$ cat src/rtl/mux_n_rr.sv
// N-channel registered multiplexer with valid/ready handshakes.
// A channel is chosen round-robin or by a fixed select, and its word is loaded into a one-entry output stage.
module mux_n_rr #(
  parameter  int N  = 4,
  parameter  int W  = 8,
  localparam int CW = $clog2(N)
) (
  input  logic           clk,
  input  logic           rst,
  input  logic [N-1:0]   in_valid,
  input  logic [N*W-1:0] in_data,
  output logic [N-1:0]   in_ready,
  input  logic           sel_mode,
  input  logic [CW-1:0]  sel,
  output logic           out_valid,
  output logic [W-1:0]   out_data,
  output logic [CW-1:0]  out_ch,
  input  logic           out_ready
);

  logic [N-1:0][W-1:0] data_arr;
  logic [CW-1:0]       ptr;
  logic [CW-1:0]       g;
  logic                found;
  logic                load_ok;
  logic                load;

  genvar gi;
  generate
    for (gi = 0; gi < N; gi++) begin : g_unpack
      assign data_arr[gi] = in_data[gi*W +: W];
    end
  endgenerate

  assign load_ok = !out_valid || out_ready;

  // The round-robin scan starts at ptr and wraps at N-1, so non-power-of-two N never yields an index >= N.
  always_comb begin
    int idx;
    found = 1'b0;
    g     = '0;
    idx   = 0;
    if (sel_mode) begin
      if (int'(sel) < N && in_valid[sel]) begin
        found = 1'b1;
        g     = sel;
      end
    end else begin
      for (int k = 0; k < N; k++) begin
        idx = int'(ptr) + k;
        if (idx >= N) idx = idx - N;
        if (!found && in_valid[idx]) begin
          found = 1'b1;
          g     = CW'(idx);
        end
      end
    end
  end

  assign load = load_ok && found && !rst;

  always_comb begin
    in_ready = '0;
    if (load) in_ready[g] = 1'b1;
  end

  always_ff @(posedge clk) begin
    if (rst) begin
      out_valid <= 1'b0;
      out_data  <= '0;
      out_ch    <= '0;
      ptr       <= '0;
    end else if (load) begin
      out_valid <= 1'b1;
      out_data  <= data_arr[g];
      out_ch    <= g;
      if (!sel_mode) ptr <= (int'(g) == N-1) ? '0 : g + 1'b1;
    end else if (out_ready) begin
      out_valid <= 1'b0;
    end
  end

endmodule

$ cat config.mk
export PLATFORM = sky130hd
export DESIGN_NAME = mux_n_rr
export DESIGN_NICKNAME = d
export VERILOG_FILES = /design/src/rtl/mux_n_rr.sv
export SDC_FILE = /design/constraint.sdc
export NUM_CORES = 1
export LEC_CHECK = 0
export BUFFER_PORTS_ARGS = -buffer_cell sky130_fd_sc_hd__buf_2
export CELL_PAD_IN_SITES_DETAIL_PLACEMENT = 0
export CELL_PAD_IN_SITES_GLOBAL_PLACEMENT = 1
export CORE_ASPECT_RATIO = 1.75
export CORE_MARGIN = 2
export CORE_UTILIZATION = 33
export DETAILED_ROUTE_END_ITERATION = 8
export PLACE_DENSITY = 0.94
export SETUP_SLACK_MARGIN = 0.05
export SLEW_MARGIN = 10
export SYNTH_ARGS = -nofsm -noshare
export SYNTH_HDL_FRONTEND = slang
export SYNTH_SLANG_ARGS = --single-unit
$ cat constraint.sdc
create_clock -name clk -period 5 [get_ports clk]
set_input_delay 0.75 -clock clk [delete_from_list [all_inputs] [get_ports clk]]
set_output_delay 0.75 -clock clk [all_outputs]
set_load 0.02 [all_outputs]
==> results of run 1 <==
state kept, by name (all words and copies together) (netlist names):
name and flops:
ptr 2, out_valid 1, out_data 8, out_ch 2
power by group through the flow:
| stage | Sequential (W) | Clock (W) | Combinational, W |
|---|---|---|---|
| finish | 0.000123 | 0.0000924 | 0.000115 |
| detailed placement | 0.000125 | 0 | 0.000117 |
| global route | 0.000124 | 0.0000999 | 0.000125 |
| CTS | 0.000123 | 0.0000922 | 0.000117 |
| global placement | 0.000125 | 0 | 0.000113 |
| floorplan | 0.000138 | 0 | 0.0000636 |
cell families after synthesis:
logic type | synth area share (%)
adders and majority gates | 1.31
AOI/OAI and AO/OA | 27.4
and+or+nand+nor | 18.0
buffers and inverters | 6.14
muxes | 20.0
DFF | 27.2
worst max-delay path by stage:
stage / end / from / depth (start not counted)
detailed placement: in_ready[1] / sel[0] / 7
floorplan: in_ready[2] / sel_mode / 7
finish: in_ready[1] / sel[0] / 7
global placement: in_ready[1] / sel[0] / 7
global route: in_ready[1] / sel[0] / 7
CTS: in_ready[1] / sel[0] / 7
cells in the mapped netlist, drive strengths merged (3+ instances only):
cell type / n
nor2: 6
inv: 3
a21oi: 6
nand2b: 4
dfxtp: 13
nand2: 3
buf: 6
mux2i: 18
o221ai: 8
nor2b: 4
nand3: 10
per-layer routing:
| layer | up-vias | GRT usage, % |
|---|---|---|
| met1 | 441 | 15.8 |
| met3 | 4 | 2.84 |
| met2 | 35 | 30.8 |
| met4 | 0 | 6.06 |
| met5 | - | 0 |
| li1 | 481 | - |
worst register-to-register path: stages, from the launching register on:
cell and delay [ns]:
dfxtp_1 0.39, nand2_1 0.07, a311oi_1 0.44, o32ai_4 0.14, buf_4 0.25, ha_1 0.32
or3b_1 0.33, a21oi_1 0.13
cells in the final DEF (no fill, tap or decap), types with 2 or more instances in the layout:
| cell | count |
|---|---|
| buf_2 | 56 |
| mux2i_1 | 18 |
| dfxtp_1 | 13 |
| nand3_1 | 10 |
| o221ai_2 | 8 |
| a21oi_1 | 6 |
| nor2_1 | 6 |
| nor2b_1 | 4 |
| nand2b_1 | 4 |
| nand2_1 | 3 |
| inv_1 | 3 |
| clkbuf_8 | 3 |
| o21a_1 | 2 |
| o21ai_0 | 2 |
metrics by stage:
| stage | setup WS, ns | total power, W | instance area, um^2 | util (%) |
|---|---|---|---|---|
| floorplan | 2.14 | 0.000201 | 958 | - |
| global placement | 1.55 | 0.000237 | 1240 | 45.7 |
| detailed placement | 1.46 | 0.000241 | 1240 | 45.7 |
| CTS | 1.46 | 0.000332 | 1290 | 47.4 |
| global route | 1.27 | 0.000349 | 1290 | 47.4 |
| finish | 1.49 | 0.000330 | 1290 | 47.4 |
area by class of cell:
type / count / area (um^2) / share of cell area, %
Tap cell: 27 / 33.8 / 2.62
Timing Repair Buffer: 57 / 288 / 22.3
Multi-Input combinational cell: 75 / 651 / 50.5
Inverter: 3 / 11.3 / 0.874
Clock buffer: 4 / 45.0 / 3.50
Sequential cell: 13 / 260 / 20.2
==> results by group, run 1 <==
Status
  – Result of the run: finished, final reports clean

Detailed routing
  – Remaining routing DRC violations: 0
  – Number of nets with antenna violations after detailed routing: 0
  – 1st-pass router iterations: 4
  – First-iteration detailed-routing DRC count: 18
  – Total number of vias: roughly 960
  – Met2 layer wire length in the routed design: between 1 and 1.5 mm
  – Metal1 wirelength: just under 900 um
  – Via density: 5.37
  – Final routed wirelength across all metal layers: 2.52 mm
  – Met3 routed WL: approximately 140 um
  – Top layer used by detailed routing: met4
  – Routed length per instance: 14.1 um

Layout
  – Number of filler cells placed in the layout: roughly 260
  – Fraction of layout cells with a size suffix above 1: between 40% and 50%
  – Count of antenna diodes in the layout: 0
  – Count of non-filler cells in the finished layout: 179
  – Area growth from synthesis to layout: 34.5%
  – Total Nets Final: approximately 200

Setup path
  – Worst R2R End: ptr[1]$_SDFFE_PP0P_
  – Number of cell instances on the worst register-to-register path: 7
  – Kind of cell adding the most delay to the critical path: simple AND/OR/NAND/NOR gates
  – Reg2reg setup slack: between 2 and 3 ns
  – Kind of critical path: in -> out
  – Max incr delay on CP: roughly 0.63 ns
  – Arrival time of data at the critical path endpoint: ~2.8 ns
  – Crit-path slowest cell: o311ai_4
  – CP Data Required Time: roughly 4.3 ns
  – Kind of start point of the critical path: primary input
  – Crit-path max FO: 18
  – Critical path capture point type: output port
  – WP buf/inv: 2
  – Startpoint of the lowest-slack register-to-register path: ptr[1]$_SDFFE_PP0P_
  – Cell-by-cell trace of the critical path: buf_2 -> mux2i_1 -> nor2_1 -> o311ai_4 -> nand2b_1 -> nor2_1 -> buf_2

Worst hold path
  – Endpoint of the worst hold-timing path: out_ch[0]$_SDFFE_PP0P_
  – Hold-critical path depth: 2
  – Classification of the worst-slack hold path: reg -> reg
  – Hold wc startpoint: out_ch[0]$_SDFFE_PP0P_

Timing
  – Max Transition Viols Final: 0
  – Worst rel slew slack: between 50% and 60%
  – Top achievable clock speed: approximately 290 MHz
  – Count of endpoints failing setup in the final report: 0
  – Setup Skew: ~0.0055 ns
  – Fin crit share: a little over two thirds
  – Unrepaired setup endpoints after global routing: no
  – Clock period minus worst slack: around 3.5 ns
  – Setup TNS: 0 ns
  – Worst-case hold slack: ~0.47 ns
  – Slew at the pin with the worst max-slew slack: about 0.65 ns
  – Final hold vios: 0

Synthesis
  – Average size of a mapped cell: roughly 10 um^2
  – Post-synth cell types: 28
  – Post-synthesis cell type with the largest combined area: dfxtp_1
  – Count of warnings emitted by yosys: 0
  – Mapped Area: ~960 um^2
  – Syn Nets: 141
  – Top cells by area, synth: dfxtp_1, mux2i_1, o221ai_2, nand3_1, a21oi_1
  – Main synth FF type: dfxtp_1
  – Post-synth ARST share: 0%
  – Number of flops mapped to enable cells by yosys: 0
  – Post-synthesis sequential area ratio: a little over a quarter
  – Flop and latch count out of synthesis: 13
  – Cells after synthesis: 98
  – Portion of synthesized cell area occupied by the leading cell type: between 20 and 30%

Power and ir drop
  – Leakage power: around 0.58 nW
  – Net load switching power: about 0.00011 W
  – Sequential group share of total power: between 30% and 40%
  – Share of total power in combinational logic: roughly a third
  – Clock network power share: about 28%
  – Cell-internal power: 0.000222 W
  – Switching share of total power: 32.7%
  – IR Drop Worst-Case VDD: 128 uV
  – Pwr/cell area: around 260 mW/mm^2

Clocking
  – Worst-Skew Late Latency: between 0.2 and 0.25 ns
  – Post-CTS setup buffers: 0
  – CTS Root Buffer Type: clkbuf_8
  – Maximum level of the CTS H-tree: 1
  – # resized after CTS: 0
  – CTS clk-pin slew, worst paths: 0.06 ns
  – Buffers from clock root to sink, at most: 2
  – CTS tree: done
  – CTS sink count: 13
  – Cts hold-fix bufs: 0
  – TritonCTS buffer count: 3

Die
  – Starting utilization of the core area: about a third
  – Die boundary width: around 45 um
  – DIE HEIGHT: between 70 and 80 um
  – Core region area: ~0.0027 mm^2
  – Die Footprint: between 0.003 and 0.004 mm^2
  – Rows: 25
  – # IOs: between 50 and 60

Global route
  – First-pass GRT wire length: around 4 mm
  – Vias in the first global route: a little over 900
  – Initial antenna violation count: 0
  – Total gr overflow: 0
  – Maximum number of pins on one net before global-route repair: 22
  – Global-route usage over all layers: ~16%

Place
  – Number of input and output port buffers inserted: between 50 and 60
  – Final weighted congestion of routability-driven global placement: about 0.70
  – Cell Count Post-Placement: around 180
  – Post-detailed-placement half-perimeter wirelength: roughly 2.1 mm

Job
  – Max capacitance violation total: 0
(Power assumes the default switching activity.)
==> run 2, diff against run 1 <==
- ABC_AREA: not set -> 1
- CORE_UTILIZATION: 33 -> 27
- PLACE_DENSITY: 0.94 -> 0.84
- clock period: 5 -> 2.8 ns (I/O delays scaled with it)
==> run 2 against run 1 <==
  * Clock-buffer cell count unchanged
  * Die area increased by 58%
  * Cell count increased by 88%
  * Clock power rose by 81%
  * Total power grew 130%
  * Routed wire length up 49%
  * Sequential cell count unchanged
  * Critical endpoint is now in_ready[3]
  * Largest cell class unchanged
  * Largest power group is now combinational cells
  * Highest routed layer unchanged
==> results by group, run 2 <==
Timing
  – Setup Skew: 0.000484 ns
  – Max Transition Viols Final: 0
  – Clock period minus worst slack: 2.53 ns
  – Setup TNS: 0 ns
  – Final hold vios: 0
  – Count of endpoints failing setup in the final report: 0
  – Fin crit share: 90.4%
  – Worst rel slew slack: 74.4%
  – Slew at the pin with the worst max-slew slack: 0.381 ns
  – Top achievable clock speed: about 390 MHz
  – Unrepaired setup endpoints after global routing: no

Die
  – Starting utilization of the core area: 27.7%
  – Die boundary width: ~56 um
  – # IOs: 57
  – Core region area: between 0.004 and 0.005 mm^2
  – DIE HEIGHT: 95.1 um
  – Die Footprint: between 0.005 and 0.006 mm^2
  – Rows: 33

Clocking
  – Worst-Skew Late Latency: ~0.24 ns
  – CTS sink count: 13
  – Cts hold-fix bufs: 0
  – Maximum level of the CTS H-tree: 1
  – CTS clk-pin slew, worst paths: around 0.05 ns
  – Buffers from clock root to sink, at most: 2
  – CTS Root Buffer Type: clkbuf_8
  – CTS tree: done
  – Post-CTS setup buffers: 0
  – TritonCTS buffer count: 3

Setup path
  – CP Data Required Time: 2.38 ns
  – Critical path capture point type: output port
  – Max incr delay on CP: 0.39 ns
  – Crit-path max FO: 7
  – Reg2reg setup slack: roughly 0.84 ns
  – Crit-path slowest cell: dfxtp_2
  – Kind of cell adding the most delay to the critical path: simple AND/OR/NAND/NOR gates
  – Worst R2R End: out_valid$_SDFFE_PP0P_
  – Kind of critical path: reg -> out
  – Number of cell instances on the worst register-to-register path: 13
  – Startpoint of the lowest-slack register-to-register path: ptr[0]$_SDFFE_PP0P_
  – Cell-by-cell trace of the critical path: buf_4 -> nand2_2 -> nand3_1 -> nand2_2 -> nor2_4 -> nand3_1 -> nand3_1 -> nand2_1 -> nand2_2 -> ha_1 -> inv_1 -> nor2_1 -> buf_2
  – Kind of start point of the critical path: flop
  – WP buf/inv: 3
  – Arrival time of data at the critical path endpoint: around 2.1 ns

Place
  – Final weighted congestion of routability-driven global placement: roughly 0.8
  – Post-detailed-placement half-perimeter wirelength: 3.10 mm
  – Number of input and output port buffers inserted: 56

Global route
  – Maximum number of pins on one net before global-route repair: 17
  – Initial antenna violation count: 0
  – Global-route usage over all layers: between 10% and 20%
  – Total gr overflow: 0
  – First-pass GRT wire length: 6.08 mm
  – Vias in the first global route: approximately 1400

Detailed routing
  – Routed length per instance: ~11 um
  – Remaining routing DRC violations: 0
  – Number of nets with antenna violations after detailed routing: 0
  – Final routed wirelength across all metal layers: approximately 3.7 mm
  – First-iteration detailed-routing DRC count: 25
  – Via density: around 4.5
  – 1st-pass router iterations: 4
  – Total number of vias: 1512

Layout
  – Fraction of layout cells with a size suffix above 1: about a third
  – Area growth from synthesis to layout: 29.6%
  – Largest register by flop count: out_data
  – Largest register FFs: 8
  – Total Nets Final: ~330
  – Commonest non-fill, non-tap cell in the layout: nand2_1
  – Number of filler cells placed in the layout: ~560
  – Commonest non-fill, non-tap cells in the layout: nand2_1, buf_2, nand3_1
  – Biggest regs: out_data: 8 flops, out_ch: 2 flops, ptr: 2 flops
  – Count of antenna diodes in the layout: 0

Worst hold path
  – Hold-critical path depth: 2
  – Endpoint of the worst hold-timing path: ptr[0]$_SDFFE_PP0P_
  – Hold wc startpoint: rst
  – Classification of the worst-slack hold path: in -> reg

Job
  – Max capacitance violation total: 0

Power and ir drop
  – Power consumption: ~0.00077 W
  – Leakage power: 1.03 nW
  – IR Drop Worst-Case VDD: between 200 and 300 uV
  – Pwr/cell area: between 400 and 500 mW/mm^2

Synthesis
  – Top cells by area, synth: nand2_1, dfxtp_1, nand3_1, inv_1, nand2_2
  – Count of warnings emitted by yosys: 0
  – Syn Nets: 269
  – Average size of a mapped cell: between 5 and 6 um^2
  – Post-synth cell types: 23
  – Flop and latch count out of synthesis: 13
  – Commonest cells post-synth: nand2_1, nand3_1, inv_1
  – Cells after synthesis: roughly 230
  – Post-synthesis cell type with the largest combined area: nand2_1
  – Post-synth ARST share: 0%
  – Main synth FF type: dfxtp_1
  – Most repeated cell in the gate-level netlist after synthesis: nand2_1
  – Mapped Area: 0.00128 mm^2
  – Number of flops mapped to enable cells by yosys: 0
  – Post-synthesis sequential area ratio: slightly above 20%
  – Portion of synthesized cell area occupied by the leading cell type: 21.1%

Status
  – Result of the run: finished, final reports clean
==> run 2: cell count changes after synthesis, sizes merged, moves of 2 or more <==
cell    before  now
o221ai       8    0
nand2b       4    0
inv          3   44
a21oi        6    3
mux2i       18    0
nand3       10   52
o21a         2    0
a21boi       0    2
nand2        3   82
nor2         6   12
o21ai        2    7
nor2b        4    0
==> run 2: where the power goes <==
part | internal [W] | leakage (nW) | total [W] | switching (W)
combinational | 0.000136 | 0.897 | 0.000369 | 0.000233
clock | 0.000101 | 0.0228 | 0.000167 | 0.0000669
sequential | 0.000215 | 0.109 | 0.000232 | 0.0000171
==> run 2: timing repair <==
action | CTS | global route
endpoints found under the setup margin | 0 | 1
gates resized for setup | 0 | 3
endpoints found under the hold margin | 0 | 0
==> run 2: kinds of logic (layout without fill, tap and decap cells) <==
group,after synthesis,after routing,share of synthesized area (%)
flip-flops,13,13,20.3
adder cells (fa/ha/maj),1,1,0.977
AND/OR/NAND/NOR,147,147,52.0
buffers and inverters,52,111,18.3
AO/OA/AOI/OAI,13,13,8.41
==> run 2: worst max-delay path by stage <==
stage	from	end	slack, ns	depth (start not counted)
final	ptr[0]$_SDFFE_PP0P_	in_ready[3]	0.27	13
after global routing	ptr[0]$_SDFFE_PP0P_	in_ready[3]	0.11	13
after CTS	ptr[0]$_SDFFE_PP0P_	in_ready[3]	0.07	13
after detailed placement	ptr[0]$_SDFFE_PP0P_	in_ready[3]	0.34	13
after global placement	ptr[0]$_SDFFE_PP0P_	in_ready[3]	0.41	13
after floorplan	in_valid[1]	in_ready[3]	0.53	10
==> run 2: per-stage QoR <==
step	hold slack (ns)	setup slack, ns	util [%]	area, um^2	cells
4_1_cts	0.360	0.0746	35.8	1650	337
2_1_floorplan	0.489	0.533	-	1280	226
5_1_grt	0.365	0.107	35.9	1660	337
3_3_place_gp	0.459	0.411	34.8	1610	333
3_5_place_dp	0.459	0.340	34.8	1610	333
6_report	0.352	0.268	35.9	1660	337
==> run 2: final cells by class <==
cell class | count | area (um^2) | area share [%]
flip-flops and latches | 13 | 263 | 15.8
repair buffers | 63 | 333 | 20.1
clock buffers | 4 | 45.0 | 2.71
well taps | 52 | 65.1 | 3.92
multi-input cells | 161 | 788 | 47.5
inverters | 44 | 165 | 9.95
==> run 2: layer usage <==
metal / GRT usage, % / part of all wire [%]
met1: 14.0 / 36
met2: 29.5 / 58
met3: 1.76 / 3.6
met4: 6.75 / 2.3
met5: 0 / 0
==> run 3, diff against run 2 <==
- CORE_UTILIZATION: 27 -> 30
- PLACE_DENSITY: 0.84 -> 0.88
- REMOVE_ABC_BUFFERS: not set -> 1
- SLEW_MARGIN: 10 -> 20
- clock period: 2.8 -> 2.75 ns (I/O delays scaled with it)
==> run 3 against run 2 <==
  * Cell count shrank 0.89%
  * Clock skew grew 0.0014 ns
  * Die area shrank 9.4%
  * Largest cell class unchanged
==> results by group, run 3 (same netlist as run 2, synthesis figures left out) <==
Setup path
  – First element of the critical path: ptr[0]$_SDFFE_PP0P_
  – Critical path capture point type: output port
  – Arrival time of data at the critical path endpoint: 2.04 ns
  – Crit-path max FO: 11
  – Kind of start point of the critical path: flop
  – Kind of critical path: reg -> out
  – Startpoint of the lowest-slack register-to-register path: ptr[0]$_SDFFE_PP0P_
  – CP Data Required Time: 2.34 ns

Place
  – Post-detailed-placement half-perimeter wirelength: approximately 3.1 mm
  – Cell area after placement: ~0.0016 mm^2
  – Number of input and output port buffers inserted: 56
  – Minimum setup slack after placement: around 0.24 ns
  – Final weighted congestion of routability-driven global placement: ~0.84

Die
  – Starting utilization of the core area: 31.1%
  – Die boundary width: around 53 um
  – DIE HEIGHT: roughly 90 um
  – Rows: 31
  – Core region area: just over 0.004 mm^2
  – # IOs: 57
  – Die Footprint: roughly 0.0048 mm^2

Detailed routing
  – Final routed wirelength across all metal layers: 3.89 mm
  – First-iteration detailed-routing DRC count: 46
  – Routed length per instance: roughly 12 um
  – Via density: about 4.7
  – 1st-pass router iterations: 4
  – Number of nets with antenna violations after detailed routing: 0
  – Total number of vias: ~1600
  – Remaining routing DRC violations: 0

Timing
  – Count of endpoints failing setup in the final report: 0
  – Setup TNS: 0 ns
  – Setup Skew: 0.00184 ns
  – Worst rel slew slack: between 70% and 80%
  – Clock period minus worst slack: ~2.4 ns
  – Final hold vios: 0
  – Max Transition Viols Final: 0
  – Worst-case hold slack: around 0.35 ns
  – Slew at the pin with the worst max-slew slack: about 0.38 ns
  – Top achievable clock speed: 409 MHz
  – Unrepaired setup endpoints after global routing: no
  – Final setup margin: 0.302 ns
  – Fin crit share: 89.0%

Global route
  – Vias in the first global route: around 1400
  – Initial antenna violation count: 0
  – First-pass GRT wire length: 6.13 mm
  – Global-route usage over all layers: between 10% and 20%
  – Maximum number of pins on one net before global-route repair: 17
  – Total gr overflow: 0

Clocking
  – Buffers from clock root to sink, at most: 2
  – CTS clk-pin slew, worst paths: ~0.060 ns
  – Worst-Skew Late Latency: between 0.2 and 0.25 ns
  – TritonCTS buffer count: 3
  – CTS sink count: 13
  – CTS Root Buffer Type: clkbuf_8
  – Cts hold-fix bufs: 0
  – CTS tree: done
  – Maximum level of the CTS H-tree: 1

Power and ir drop
  – Leakage power: between 1 and 1.5 nW
  – Power consumption: between 0.0007 and 0.0008 W
  – Pwr/cell area: between 400 and 500 mW/mm^2
  – IR Drop Worst-Case VDD: 272 uV

Layout
  – Largest register FFs: 8
  – Area growth from synthesis to layout: 30.5%
  – Fraction of layout cells with a size suffix above 1: between 30% and 40%
  – Post-route cell area: approximately 0.0017 mm^2
  – Commonest non-fill, non-tap cells in the layout: nand2_1, buf_2, nand3_1
  – Commonest non-fill, non-tap cell in the layout: nand2_1
  – Largest register by flop count: out_data
  – Count of antenna diodes in the layout: 0
  – Biggest regs: out_data: 8 flops, out_ch: 2 flops, ptr: 2 flops
  – Total Nets Final: between 300 and 400
  – Number of filler cells placed in the layout: 512

Job
  – Max capacitance violation total: 0

Worst hold path
  – Hold wc startpoint: rst
  – Classification of the worst-slack hold path: in -> reg

Status
  – Result of the run: finished, final reports clean
==> run 3: worst max-delay path: stages (launching register included) <==
cell	delay, ns
dfxtp_4	0.42
inv_2	0.10
nand2_1	0.08
nand2_2	0.06
nand2_1	0.09
inv_1	0.05
a21boi_0	0.16
nand3_1	0.14
nand2_1	0.08
nand2_1	0.07
buf_4	0.19
nor3_2	0.18
buf_2	0.18
==> run 3: path summary, 6_finish.rpt <==
path,endpoint,slack [ns],depth (start not counted)
worst max-delay path,in_ready[1],0.30,12
worst min-delay path,ptr[0]$_SDFFE_PP0P_,0.35,2
worst max register to register,ptr[0]$_SDFFE_PP0P_,0.73,14
worst min register to register,out_data[6]$_SDFFE_PP0P_,0.47,2
==> run 3: report_power, final <==
part,internal (W),leakage (nW),switching [W]
clock network,0.000102,0.0228,0.0000732
registers,0.000218,0.109,0.0000200
logic,0.000148,0.901,0.000237
total,0.000469,1.03,0.000330
==> run 3: metrics by stage <==
step,std cells,utilization [%]
after CTS,332,39.8
after floorplan,218,-
after global routing,334,40.6
after detailed placement,328,38.7
final,334,40.6
after global placement,328,38.7
==> run 3: per-layer routing <==
metal  part of all wire, %  wire length (um)  track usage, %
met2                    57              2210            31.9
met4                   1.7                67            5.98
met3                   4.2               162            1.82
met1                    37              1450            17.4
met5                     0                 0               0
==> run 3: layout make-up <==
cell class	instances	area (um^2)	share of cell area (%)
multi-input combinational	161	786	47.0
timing repair buffer	63	345	20.7
sequential	13	265	15.9
inverter	44	168	10.0
tap	49	61.3	3.67
clock buffer	4	45.0	2.70
==> run 3: what timing repair did <==
item	4_1_cts	5_1_grt
buffers inserted	0	2
resized for setup	1	3
endpoints found under the setup margin	2	4
pin swaps	0	1
